--- src/rtl/prog_loader_16x1024.sv ---
// Byte-stream program loader for a 16x1024 program RAM: length, then words (low byte first).
// Optional trailing checksum check is compiled in with `define LOADER_CHECKSUM_EN.
module prog_loader_16x1024 #(
    parameter int unsigned ADDR_W    = 10,
    parameter int unsigned MAX_WORDS = 1024
) (
    input  logic              clk,
    input  logic              rst_n,
    input  logic              load,
    input  logic [7:0]        in_data,
    input  logic              in_valid,
    output logic              in_ready,
    output logic              ram_write_en,
    output logic [ADDR_W-1:0] ram_addr,
    output logic [15:0]       ram_din,
    output logic              start,
    output logic              busy,
    output logic              error
);

    localparam int unsigned IDX_W = ADDR_W + 1;

`ifdef LOADER_CHECKSUM_EN
    typedef enum logic [3:0] {
        IDLE, LEN_LO, LEN_HI, DAT_LO, DAT_HI, WRITE, DONE, ERR, CSUM_LO, CSUM_HI, CHECK
    } state_t;
`else
    typedef enum logic [2:0] {
        IDLE, LEN_LO, LEN_HI, DAT_LO, DAT_HI, WRITE, DONE, ERR
    } state_t;
`endif

    state_t            state, state_next;
    logic [IDX_W-1:0]  idx, idx_next;
    logic [15:0]       len, len_next;
    logic [7:0]        lo_byte, lo_byte_next;
    logic              we_next;
    logic [ADDR_W-1:0] addr_next;
    logic [15:0]       din_next;
    logic              accept;
    logic [15:0]       n_rx;
`ifdef LOADER_CHECKSUM_EN
    logic [15:0]       sum, sum_next;
    logic [15:0]       csum, csum_next;
`endif

    // State and datapath registers; all outputs are registered decodes of the next state
    always_ff @(posedge clk or negedge rst_n) begin
        if (!rst_n) begin
            state        <= IDLE;
            idx          <= '0;
            len          <= '0;
            lo_byte      <= '0;
            in_ready     <= 1'b0;
            ram_write_en <= 1'b0;
            ram_addr     <= '0;
            ram_din      <= '0;
            start        <= 1'b0;
            busy         <= 1'b0;
            error        <= 1'b0;
`ifdef LOADER_CHECKSUM_EN
            sum          <= '0;
            csum         <= '0;
`endif
        end else begin
            state        <= state_next;
            idx          <= idx_next;
            len          <= len_next;
            lo_byte      <= lo_byte_next;
            ram_write_en <= we_next;
            ram_addr     <= addr_next;
            ram_din      <= din_next;
            in_ready     <= (state_next == LEN_LO) || (state_next == LEN_HI) ||
`ifdef LOADER_CHECKSUM_EN
                            (state_next == CSUM_LO) || (state_next == CSUM_HI) ||
`endif
                            (state_next == DAT_LO) || (state_next == DAT_HI);
            start        <= (state_next == DONE);
            error        <= (state_next == ERR);
            busy         <= !((state_next == IDLE) || (state_next == DONE) || (state_next == ERR));
`ifdef LOADER_CHECKSUM_EN
            sum          <= sum_next;
            csum         <= csum_next;
`endif
        end
    end

    assign accept = in_valid && in_ready;
    assign n_rx   = {in_data, len[7:0]};

    // Next-state and datapath update; load from any state restarts the sequence
    always_comb begin
        state_next   = state;
        idx_next     = idx;
        len_next     = len;
        lo_byte_next = lo_byte;
        we_next      = 1'b0;
        addr_next    = ram_addr;
        din_next     = ram_din;
`ifdef LOADER_CHECKSUM_EN
        sum_next     = sum;
        csum_next    = csum;
`endif
        if (load) begin
            state_next = LEN_LO;
            idx_next   = '0;
`ifdef LOADER_CHECKSUM_EN
            sum_next   = '0;
`endif
        end else begin
            case (state)
                LEN_LO: if (accept) begin
                    len_next[7:0] = in_data;
                    state_next    = LEN_HI;
                end
                LEN_HI: if (accept) begin
                    len_next = n_rx;
                    if ((n_rx == 16'd0) || (32'(n_rx) > MAX_WORDS)) state_next = ERR;
                    else                                            state_next = DAT_LO;
                end
                DAT_LO: if (accept) begin
                    lo_byte_next = in_data;
                    state_next   = DAT_HI;
                end
                DAT_HI: if (accept) begin
                    we_next    = 1'b1;
                    addr_next  = idx[ADDR_W-1:0];
                    din_next   = {in_data, lo_byte};
                    state_next = WRITE;
`ifdef LOADER_CHECKSUM_EN
                    sum_next   = sum + {in_data, lo_byte};
`endif
                end
                WRITE: begin
                    idx_next = idx + IDX_W'(1);
                    if ((32'(idx) + 32'd1) < 32'(len)) state_next = DAT_LO;
`ifdef LOADER_CHECKSUM_EN
                    else                               state_next = CSUM_LO;
`else
                    else                               state_next = DONE;
`endif
                end
`ifdef LOADER_CHECKSUM_EN
                CSUM_LO: if (accept) begin
                    csum_next[7:0] = in_data;
                    state_next     = CSUM_HI;
                end
                CSUM_HI: if (accept) begin
                    csum_next[15:8] = in_data;
                    state_next      = CHECK;
                end
                CHECK: state_next = (csum == sum) ? DONE : ERR;
`endif
                default: state_next = state;
            endcase
        end
    end

endmodule
--- config.mk ---
export PLATFORM = sky130hd
export DESIGN_NAME = prog_loader_16x1024
export DESIGN_NICKNAME = d
export VERILOG_FILES = /design/src/rtl/prog_loader_16x1024.sv
export SDC_FILE = /design/constraint.sdc
export NUM_CORES = 1
export LEC_CHECK = 0
export CAP_MARGIN = 20
export CELL_PAD_IN_SITES_DETAIL_PLACEMENT = 0
export CELL_PAD_IN_SITES_GLOBAL_PLACEMENT = 2
export CORE_ASPECT_RATIO = 0.6
export CORE_MARGIN = 5
export CORE_UTILIZATION = 31
export DETAILED_ROUTE_END_ITERATION = 8
export PLACE_DENSITY_LB_ADDON = 0.1
export SLEW_MARGIN = 0
export SYNTH_ARGS = -nofsm -noshare
export SYNTH_HDL_FRONTEND = slang
export SYNTH_SLANG_ARGS = --single-unit
--- constraint.sdc ---
create_clock -name clk -period 2.6 [get_ports clk]
set_input_delay 0.78 -clock clk [delete_from_list [all_inputs] [get_ports clk]]
set_output_delay 0.78 -clock clk [all_outputs]
set_load 0.1 [all_outputs]
Word level (Yosys, flattened, before mapping). Index checks and enable logic that the tools add are counted. Widths: inputs -> output; s select.

Register bits: 69. Bits of input ports: 12.

Add/sub/neg operators: 2. Order comparisons: 2. Equal/unequal tests: 11. Multiplexer cells: 15. Bitwise operators: 2. Reductions and logical operators: 15.

Operators with widths (count): $mux 11 (2); $mux 3 (7); $gt 16x11->1 const B (1); $logic_not 16->1 (1); $lt 12x16->1 (1); $pmux 8 s2 (1); $eq 3x3->1 const B (5); $pmux 3 s5 (1); $add 11x1->12 const B (1); $eq 3x2->1 const B (4); $add 11x1->11 const B (1); $reduce_and 3->1 (3); $mux 8 (1); $eq 3x1->1 const B (2); $logic_or 1x1->1 (6); $reduce_and 4->1 (1); $logic_not 3->1 (1); $mux 1 (3); $not 1->1 (2); $reduce_bool 2->1 (1); $logic_and 1x1->1 (1); $logic_not 1->1 (1).

Depth between registers and ports, before layout.
Word-level depth: 10. Mapped depth: 13.

Worst setup path before layout. Ideal clock, no wire load.

Kind: reg2reg. From: reg idx[0]. To: reg error. Arrival time: 2.496 ns. Required time: 2.480 ns. Path slack: -0.016 ns. Stages on the path, launching flop included: 14. Path buffers: 0. Period minus slack after synthesis: 2.616 ns. Path through: dfrtp_1 -> ha_1 -> nand3_1 -> nor2_1 -> nand3_1 -> nor2_1 -> xor2_1 -> ha_1 -> nand2_1 -> nor2_1 -> nand2_1 -> a2bb2oi_2 -> a211o_2 -> and3b_1.

Longest elaborated chain between the ends: 6.

Ends and longest elaborated chain: from (decl) (line 34) `logic [IDX_W-1:0] idx, idx_next;`; from (signal assigned) (line 67) `idx <= idx_next;`; $add 11x1->12 (line 136) `if ((32'(idx) + 32'd1) < 32'(len)) state_next = DAT_LO;`; $lt 12x16->1 (line 136); $mux 3 (line 136); $pmux 3 s5 (line 111) `case (state)`; $mux 3 (line 104) `if (load) begin`; net state_next[0] (line 33) `state_t state, state_next;`; $eq 3x3->1 (line 79) `error <= (state_next == ERR);`; to (signal assigned) (line 79); to (decl) (line 18) `output logic error`.

The timed path passes the listed nets, and every way through them passes these cells. A chain may end at the register's enable or synchronous reset.

Final worst setup path.
From: reg idx[1]. To: reg error.

The elaborated chain is that of the path after synthesis.

==> out/metrics.yaml <==
final_common_cell: "nand2_1"
cts_tree: "done"
die_w_um: 142
hold_ws_ns: 0.424
max-cap-violations: 0
ant_nets: 0
die_area_um2: 12700
worst_pin_slew_ns: 0.808
period_needed_ns: 2.65
fin_skew_ns: 0.00370
cts_sinks: 69
cts-root-buf: "clkbuf_16"
fin_crit_sh: 1.02
relSlewSlack: 0.456
cts_buffers: 9
violations: "negative setup slack"
core_area_um2: 10100
clock_latency_ns: 0.33
syn_avg_cell_area_um2: 10.0
async_flop_share: 1.00
cp_cell_sequence: "ha_2, buf_6, xor2_2, ha_2, o21a_1, nor3_2, o32a_4, a2bb2oi_4, a211o_4, and3b_1"
wirelength_um: 8360
power_density_nw_per_um2: 877
critPathMostFrequentCell: "ha_2"
multi_input_area_um2: 1570
fmax_mhz: 377
worst_path_max_delay_cell: "dfrtp_1"
dp_hpwl_um: 5890
rsz0062_at_grt: "yes"
antenna_found_initial: 0
rrSetupSlack_ns: -0.05
row_count: 28
clockBufferDepth: 2
finalWorstSetupSlack_ns: -0.0526
register_area_um2: 1730
pre_cts_ws_ns: -0.122
die_y_um: 89.3
worstReg2RegStart: "idx[1]"
clk_pin_slew_ns: 0.06
diodes: 0
htreeDepth: 3
grt_pass1_vias: 2481
status: "finished with violations"
r2r_end: "error"
cp-start-kind: "register"
gr-total-overflow: 0
crit_arrival_ns: 2.88
crit_type: "reg2reg"
synth-edff-count: 0
route.vias.total: 2452
grt_pass1_wl_um: 13600
critPathTopFamily: "compound AO/OA/AOI/OAI gates"
startpoint: "idx[1]"
final_nets: 424
min_path_type: "in2async"
first_pass_iters: 4
finalSetupViolCount: 2
synth_cell_type_count: 38
syn_to_final_growth_pct: 36.9
initial_utilization: 0.323
portBuffers: 42
ir_drop_mv: 0.482
cp-end-kind: "register"
via_per_inst: 4.54
critPathRequiredTime_ns: 2.82
hold_violations: 0
reg2regPathDepth: 10
cts_hold_repair.buffers: 0
p_leak_nw: 2.20
wl_per_cell_um: 15.5
yosys_warnings: 0
syn-num-nets: 348
most-common-layout-cells: "nand2_1 (92), dfrtp_1 (68), buf_4 (63), mux2_2 (24), nor2_1 (14)"
final_core_util: 0.442
synth_top_flop_cell: "dfrtp_1"
grt_util_all_layers: 0.142
syn_area_um2: 3250
slew_violations: 0
crit_path_max_fanout: 4
grt_max_degree: 35
ys_seq_area_frac: 0.531
path_buf_inv: 1
final.fill_count: 984
ys_seq_elements: 69
drive_above_1_share: 0.341
slowest_delay_ns: 0.42
finalSetupTns_ns: -0.0576
drtIter0Drc: 121
io_pins: 43
place_congestion: 0.760
drc: 0
synthesis.instances: 324
## per-layer routing
metal,GRT usage,share of wire,vias to the layer above
met1,0.213,0.55,1171
met2,0.197,0.40,34
li1,-,-,1236
met5,0,0,-
met3,0.0401,0.039,11
met4,0.0418,0.011,0
## where the power goes
part           internal, mW  switching (mW)
Combinational         0.444           0.832
Clock                 0.648           0.485
Sequential             1.32           0.171
Total                  2.41            1.49
## timing repair
action / CTS / global route
endpoints found under the setup margin: 4 / 6
pin swaps: 5 / 17
endpoints found under the hold margin: 0 / 0
resized for setup: 13 / 22
gates cloned: 0 / 0
buffers inserted: 4 / 3
## cells by family after synthesis
kind of cell / Yosys count / synth area share
and+or+nand+nor: 144 / 0.189
DFF: 69 / 0.531
AOI/OAI and AO/OA: 31 / 0.0651
buffers and inverters: 27 / 0.0385
muxes: 25 / 0.0863
xor gates and xnor gates: 16 / 0.0431
adders and majority gates: 12 / 0.0462
## synth_stat cells, types with 2 or more instances
cell	instances	share of area
nor3b_1	2	0.0046
nor4_1	4	0.0077
a21oi_1	13	0.020
mux2_2	24	0.083
or3_1	4	0.0077
nand3_1	6	0.0092
o21ai_0	7	0.011
nor2_1	18	0.021
ha_1	12	0.046
inv_1	13	0.015
dfrtp_1	69	0.53
a41oi_1	2	0.0054
nor3_1	5	0.0077
xnor2_1	6	0.016
clkbuf_1	6	0.0069
buf_2	5	0.0077
a211oi_1	2	0.0046
xor2_1	10	0.027
nand2b_1	2	0.0038
or2_2	2	0.0038
nand2_1	95	0.11
## metrics by stage
| stage | instance area (µm²) | instances | total power, mW |
|---|---|---|---|
| after CTS | 4310 | 537 | 3.90 |
| after global routing | 4450 | 540 | 4.13 |
| after global placement | 3940 | 517 | 2.70 |
| after detailed placement | 3940 | 517 | 2.72 |
| final | 4450 | 540 | 3.90 |
| after floorplan | 3250 | 324 | 2.39 |
## cell type report
class | count | share of cell area
sequential | 69 | 0.388
tap | 135 | 0.0380
timing repair buffer | 78 | 0.146
clock buffer | 9 | 0.0506
multi-input combinational | 228 | 0.354
inverter | 14 | 0.0118
clock inverter | 7 | 0.0115
## how the worst max path moves through the flow
stage	endpoint	slack (ns)	cells after the start
after floorplan	error	0.01	13
after global placement	error	-0.16	12
after detailed placement	error	-0.12	13
after CTS	error	-0.007	12
after global routing	error	-0.13	13
final	error	-0.05	10
## state kept, by name (all words and copies together), names as in the netlist
signal	cells
idx	11
len	16
state	3
ram_addr	10
error	1
ram_write_en	1
lo_byte	8
start	1
ram_din	16
busy	1
in_ready	1
Power figures use the tool's default switching activity.
